**src/rtl/dac_wr_receiver.sv**
```systemverilog
// rtl/dac_wr_receiver.sv - receiver for an asynchronous CS/WR 8-bit DAC write bus
// Synchronises the strobes, measures WR-low width and accepts or rejects each write.
module dac_wr_receiver #(
  parameter logic [7:0] MinWrLow   = 8'd10,
  parameter int         SyncStages = 2
) (
  input  logic        CLK,
  input  logic        RST,
  input  logic        CS,
  input  logic        WR,
  input  logic [7:0]  DIN,
  input  logic        ClrErr,
  output logic [7:0]  DataOut,
  output logic        DataValid,
  output logic [7:0]  LastWidth,
  output logic [15:0] WrCount,
  output logic        ErrShort,
  output logic        ErrProto,
  output logic        Busy
);

  typedef enum logic [1:0] {IDLE, SEL, WRL, DONE} state_t;

  logic [SyncStages-1:0]      cs_sync_q, cs_sync_d;
  logic [SyncStages-1:0]      wr_sync_q, wr_sync_d;
  logic [SyncStages-1:0]      fill_q, fill_d;
  logic [SyncStages-1:0][7:0] din_sync_q, din_sync_d;

  logic       cs_s, wr_s, fill_s;
  logic [7:0] din_s;

  state_t      state_q, state_d;
  logic        arm_q, arm_d;
  logic [7:0]  width_q, width_d;
  logic [7:0]  cap_q, cap_d;
  logic [7:0]  data_q, data_d;
  logic        valid_q, valid_d;
  logic [7:0]  last_q, last_d;
  logic [15:0] cnt_q, cnt_d;
  logic        es_q, es_d;
  logic        ep_q, ep_d;
  logic        new_es, new_ep;

  assign cs_s   = cs_sync_q[SyncStages-1];
  assign wr_s   = wr_sync_q[SyncStages-1];
  assign din_s  = din_sync_q[SyncStages-1];
  assign fill_s = fill_q[SyncStages-1];

  always_comb begin
    cs_sync_d  = {cs_sync_q[SyncStages-2:0], CS};
    wr_sync_d  = {wr_sync_q[SyncStages-2:0], WR};
    din_sync_d = {din_sync_q[SyncStages-2:0], DIN};
    fill_d     = {fill_q[SyncStages-2:0], 1'b1};
    // Arming needs a real CS-high sample, so a bus still low across reset is ignored.
    arm_d      = arm_q | (fill_s & cs_s);
    state_d    = state_q;
    width_d    = width_q;
    cap_d      = cap_q;
    data_d     = data_q;
    valid_d    = 1'b0;
    last_d     = last_q;
    cnt_d      = cnt_q;
    new_es     = 1'b0;
    new_ep     = 1'b0;

    case (state_q)
      IDLE: begin
        if (arm_q && !cs_s) begin
          if (wr_s) begin
            state_d = SEL;
          end else begin
            state_d = WRL;
            width_d = 8'd1;
            new_ep  = 1'b1;
          end
        end
      end
      SEL: begin
        if (!wr_s) begin
          state_d = WRL;
          width_d = 8'd1;
        end else if (cs_s) begin
          state_d = IDLE;
        end
      end
      WRL: begin
        if (cs_s) begin
          state_d = IDLE;
          new_ep  = 1'b1;
        end else if (!wr_s) begin
          width_d = (width_q == 8'hFF) ? width_q : width_q + 8'd1;
        end else begin
          state_d = DONE;
          cap_d   = din_s;
        end
      end
      DONE: begin
        last_d = width_q;
        if (width_q >= MinWrLow) begin
          data_d  = cap_q;
          valid_d = 1'b1;
          cnt_d   = cnt_q + 16'd1;
        end else begin
          new_es = 1'b1;
        end
        state_d = cs_s ? IDLE : SEL;
      end
      default: state_d = IDLE;
    endcase

    es_d = (es_q & ~ClrErr) | new_es;
    ep_d = (ep_q & ~ClrErr) | new_ep;
  end

  always_ff @(posedge CLK) begin
    if (!RST) begin
      cs_sync_q  <= '1;
      wr_sync_q  <= '1;
      din_sync_q <= '0;
      fill_q     <= '0;
      arm_q      <= 1'b0;
      state_q    <= IDLE;
      width_q    <= 8'd0;
      cap_q      <= 8'd0;
      data_q     <= 8'd0;
      valid_q    <= 1'b0;
      last_q     <= 8'd0;
      cnt_q      <= 16'd0;
      es_q       <= 1'b0;
      ep_q       <= 1'b0;
    end else begin
      cs_sync_q  <= cs_sync_d;
      wr_sync_q  <= wr_sync_d;
      din_sync_q <= din_sync_d;
      fill_q     <= fill_d;
      arm_q      <= arm_d;
      state_q    <= state_d;
      width_q    <= width_d;
      cap_q      <= cap_d;
      data_q     <= data_d;
      valid_q    <= valid_d;
      last_q     <= last_d;
      cnt_q      <= cnt_d;
      es_q       <= es_d;
      ep_q       <= ep_d;
    end
  end

  assign DataOut   = data_q;
  assign DataValid = valid_q;
  assign LastWidth = last_q;
  assign WrCount   = cnt_q;
  assign ErrShort  = es_q;
  assign ErrProto  = ep_q;
  assign Busy      = (state_q == SEL) || (state_q == WRL);

endmodule

```
**config.mk**
```make
export PLATFORM = sky130hd
export DESIGN_NAME = dac_wr_receiver
export DESIGN_NICKNAME = d
export VERILOG_FILES = /design/src/rtl/dac_wr_receiver.sv
export SDC_FILE = /design/constraint.sdc
export NUM_CORES = 1
export LEC_CHECK = 0
export CAP_MARGIN = 20
export CORE_MARGIN = 5
export CORE_UTILIZATION = 37
export DETAILED_ROUTE_END_ITERATION = 8
export PLACE_DENSITY = 0.56
export SETUP_SLACK_MARGIN = 0.5
export SLEW_MARGIN = 5
export SYNTH_ARGS = -nofsm -noshare
export SYNTH_HDL_FRONTEND = slang
export SYNTH_SLANG_ARGS = --single-unit
export TNS_END_PERCENT = 30
```
**constraint.sdc**
```tcl
create_clock -name CLK -period 4.1 [get_ports CLK]
set_input_delay 1.025 -clock CLK [delete_from_list [all_inputs] [get_ports CLK]]
set_output_delay 1.025 -clock CLK [all_outputs]
set_load 0.005 [all_outputs]
```
Word level (Yosys, flattened, before mapping)
Cells that the tools add are included.

operators by class
  multiplexer cells = 22
  reductions and logical operators = 10
  bitwise gates (word level) = 8
  equality and inequality tests = 10
  add/subtract/negate cells = 2
  magnitude comparators = 1

operator list
  operator                 count
  $mux W8                  5
  $pmux W8 S3              1
  $add A16 B1 Y16 const B  1
  $mux W2                  6
  $add A8 B1 Y8 const B    1
  $eq A8 B8 Y1 const B     1
  $ge A8 B4 Y1 const B     1
  $mux W1                  8
  $ne A2 B2 Y1 const B     4
  $pmux W2 S4              1
  $ne A3 B3 Y1 const B     2
  $reduce_and A3 Y1        2
  $reduce_and A5 Y1        1
  $eq A2 B2 Y1 const B     2
  $reduce_and A2 Y1        2
  $and A1 B1 Y1            3
  $or A1 B1 Y1             3
  $reduce_bool A3 Y1       1
  $eq A2 B1 Y1 const B     1
  $logic_not A2 Y1         1
  $not A1 Y1               2
  $pmux W1 S2              1
  $logic_and A1 B1 Y1      1
  $logic_not A1 Y1         1
  $logic_or A1 B1 Y1       1

storage, ports and cells
  word-level logic and storage cells = 69
  output and inout port bits = 36
  flip-flop bits (word level) = 76
  input bits = 13

Logic depth before layout (Yosys ltp)
  depth after elaboration = 5
  mapped depth = 7
  gate-level depth less buffers = 6

Worst setup path before layout
No wires, ideal clock.

  path type = input -> register
  start = input port RST
  end = register cnt_q[11] (netlist: WrCount[11])
  cell stages on the path = 4
  library setup time = 101 ps
  arrival time = 1,788 ps
  data required time = 3,999 ps
  slack = 2,211 ps
  buffers on the path = 2
  cells stage by stage = clkbuf_1 clkbuf_1 o311ai_0 o41ai_1

RTL lines
  element                 RTL line  text
  start: declaration      8         input logic RST,
  end signal: assignment  143       cnt_q <= cnt_d;
  end: declaration        39        logic [15:0] cnt_q, cnt_d;

Worst setup path in the final report
  start = register state_q[1]
  end = output port Busy

on the way
  longest elaborated chain between the ends = 2
  elaborated cells on any way between the ends = 3
  classes of those cells = eq/ne: 2; reduce/logical: 1

RTL lines
  element                                              RTL line  text
  start: declaration                                   32        state_t state_q, state_d;
  start signal: assignment                             137       state_q <= state_d;
  $eq A2 B1 Y1 / $eq A2 B2 Y1 (equally long branches)  155       assign Busy = (state_q == SEL) || (state_q == WRL);
  $logic_or A1 B1 Y1 (*)                               155
  end: declaration                                     19        output logic Busy

Every way passes the cells marked *; elsewhere a longest branch is shown, timed or not.

==> results by group <==
Final layout
  – Fill cell count: 793
  – Area delta synth->final: 23.8%
  – Fin cells: 483
  – Layout cells sized above 1: 8.73%
  – Final nets: 393
  – Ant. Diodes: 0

Power
  – Peak supply drop: 167 uV
  – Static Leak: about 1.4 nW
  – Overall power: 0.00153 W
  – Power per Cell Area: 395 nW/um^2

Logic synthesis
  – Synth Area in Adders: ~2.8%
  – Multiplexer area fraction after synthesis: 6.08%
  – Synth Area per Inst: 9.57 um^2
  – Distinct cells, synth: 57
  – Top_reg_cell synth: dfxtp_1
  – Post-synthesis xor/xnor area fraction: 1.12%
  – Post-synthesis compound-gate area fraction: 15.6%
  – Mapped cell area: between 3000 and 4000 um^2
  – Syn Nets: 347
  – Synth Register Bits: 76
  – YS warnings: 0
  – Post-synth ARST share: 0%
  – Number of synthesized flops with an enable pin: 0
  – Simple-gate portion of the synthesized area: around 22%
  – Largest family of logic cells by synthesized area: simple AND/OR/NAND/NOR gates
  – Seq/Total Area, Yosys: 48.6%
  – Cells after synthesis: 327

Global routing
  – Global route overflow: 0
  – Largest net degree at the start of global routing: 45
  – Initial antenna violation count: 0
  – First-pass GRT wire length: 11.2 mm
  – Total track usage: 13.6%
  – Vias in the first global route: ~2300

Worst setup path
  – R2r worst-path depth: 5
  – CP required: about 3 ns
  – Crit Path Max Fanout: 5
  – Critical path arrival: 1.67 ns
  – Critical path class: reg2out
  – Crit. End Element: primary output
  – CP Launch Type: flip-flop

Place
  – Final Wtd Congestion: 0.845
  – # port buffers: 48
  – Post-DP HPWL: around 4.5 mm
  – Cells after DPL: 467

Timing
  – Maximum clock rate: 0.371 GHz
  – Minimum clock period: 2.69 ns
  – Slew Limit Fails: 0
  – Worst slew pin tran: between 0.6 and 0.7 ns
  – Final setup violation count: 0
  – Setup TNS: 0 ns
  – Unrepaired setup endpoints after global routing: false
  – Final Hold Viols: 0
  – Max-slew headroom: 58.3%
  – Post-route clock period utilization: 65.7%
  – Worst-case clock skew: 0.00715 ns

Floorplan
  – Total core area: 8220 um^2
  – Io pins: 49
  – Row cnt: 33
  – Die Wd: just over 100 um
  – Initial Util: 38.1%
  – Die area: 10400 um^2
  – Die H: 102 um

Route
  – Routed Wire Length: 6.68 mm
  – Routed Antenna Nets: 0
  – Pre-antenna DRT Iters: 4
  – Via count: 2465
  – # DRC: 0
  – Via density: between 5 and 6
  – Drt first-iter violations: 117
  – Detailed-route wire length per cell: 13.8 um

CTS
  – CTS clk-pin slew, worst paths: 0.08 ns
  – Htree depth: 3
  – Number of gates resized after cts: 0
  – TritonCTS clock tree: done
  – Maximum buffer depth of the clock tree: 2
  – CTS Sinks: 76
  – Hold buffer count at CTS: 0
  – Clock root buffer master: clkbuf_8
  – Clk Latency, worst-skew pair: 0.33 ns
  – CTS Buf Count: 9
  – Post-CTS setup buffer count: 0

Hold path
  – Worst hold path depth: 1
  – Worst hold path type: reg2reg

Run
  – Max Cap Viol: 0

Outcome
  – Run status: finished clean
-- report_power, final --
group          switching (W)  internal (W)  total (W)  leakage [nW]
Clock               0.000303      0.000236   0.000539        0.0947
Combinational       0.000120     0.0000924   0.000212         0.729
Sequential         0.0000182      0.000760   0.000779         0.618
Total               0.000441       0.00109    0.00153          1.44
-- synthesized netlist by cell type (2+ instances only) --
cell type	count	area, um^2
nor3b_1	2	15.0
o21ai_0	3	15.0
nand4_1	6	37.5
xnor2_1	3	26.3
dfxtp_1	76	1520
or3_1	3	18.8
nor4_1	4	25.0
o31ai_1	3	22.5
and3_1	3	18.8
nor3_1	2	10.0
a32o_1	2	20.0
nor2_1	31	116
nand3_1	9	45.0
a31o_2	2	17.5
clkbuf_1	8	30.0
and2_1	17	106
ha_1	7	87.6
nand2_1	32	120
o21ai_1	2	10.0
nor4b_1	3	26.3
a211o_1	2	17.5
o311ai_0	2	17.5
mux2i_1	19	190
nand3b_1	2	15.0
buf_2	5	25.0
inv_1	11	41.3
o31a_1	3	26.3
o41ai_1	3	26.3
o221a_2	4	45.0
a21oi_1	19	95.1
and4_1	4	35.0
or2_2	2	12.5
nand2b_1	9	56.3
-- path summary, 6_finish.rpt --
| kind | start | to | slack, ns |
|---|---|---|---|
| setup / recovery | state_q[1] | Busy | 1.41 |
| setup reg to reg | state_q[1] | width_q[5] | 1.86 |
| hold / removal | wr_sync_q[0] | wr_sync_q[1] | 0.41 |
| hold reg to reg | wr_sync_q[0] | wr_sync_q[1] | 0.41 |
-- stage by stage --
stage               utilization, %  worst slack, ns  cell area [um^2]  hold slack (ns)
floorplan                        -             2.21              3130            0.386
CTS                           47.2             1.37              3870            0.412
global route                  47.2             1.30              3870            0.434
detailed placement            44.9             1.31              3690            0.391
finish                        47.2             1.41              3870            0.410
global placement              44.9             1.36              3690            0.393
-- logic make-up (layout without fill, tap and decap cells) --
kind of cell	after synthesis	in the layout
buffers and inverters	28	79
AO/OA/AOI/OAI	61	61
multiplexers	19	19
flip-flops	76	76
AND/OR/NAND/NOR	132	132
adder cells (fa/ha/maj)	7	7
XOR/XNOR	4	4
-- cell type report --
type,instances,area [um^2],share of cell area [%]
clock buffers,9,124,3.20
clock inverters,7,65.1,1.68
inverters,12,45.0,1.16
multi-input cells,223,1490,38.3
flip-flops and latches,76,1520,39.3
well taps,105,131,3.39
repair buffers,51,503,13.0
-- critical path, stage by stage, from the launching register on --
cell	delay [ns]
dfxtp_1	0.44
inv_1	0.12
ha_1	0.29
clkdlybuf4s50_1	0.49
-- routing by layer --
metal | global-route usage [%] | vias up | routed length, um
li1 | - | 1261 | -
met1 | 18.7 | 1144 | 3260
met2 | 20.7 | 51 | 3060
met3 | 3.00 | 9 | 278
met4 | 5.45 | 0 | 78
met5 | 0 | - | 0
-- registers in the layout, indices dropped and copies added, names as in the netlist --
name        flops
din_s           8
cap_q           8
din_sync_d      8
ErrShort        1
arm_q           1
cs_sync_q       2
DataValid       1
state_q         2
ErrProto        1
LastWidth       8
wr_sync_q       2
DataOut         8
WrCount        16
width_q         8
fill_q          2
-- layout by cell type, fill, tap and decap left out, drive strengths merged, types with 5 or more instances in the layout --
cell type	n
a21oi	19
nand2	32
and2	17
nand2b	9
o21ai	5
nand3	9
dfxtp	76
nor2	32
ha	7
clkdlybuf4s50	48
inv	16
clkbuf	9
mux2i	19
nand4	6
No activity file was read; power rests on OpenSTA's default activity.
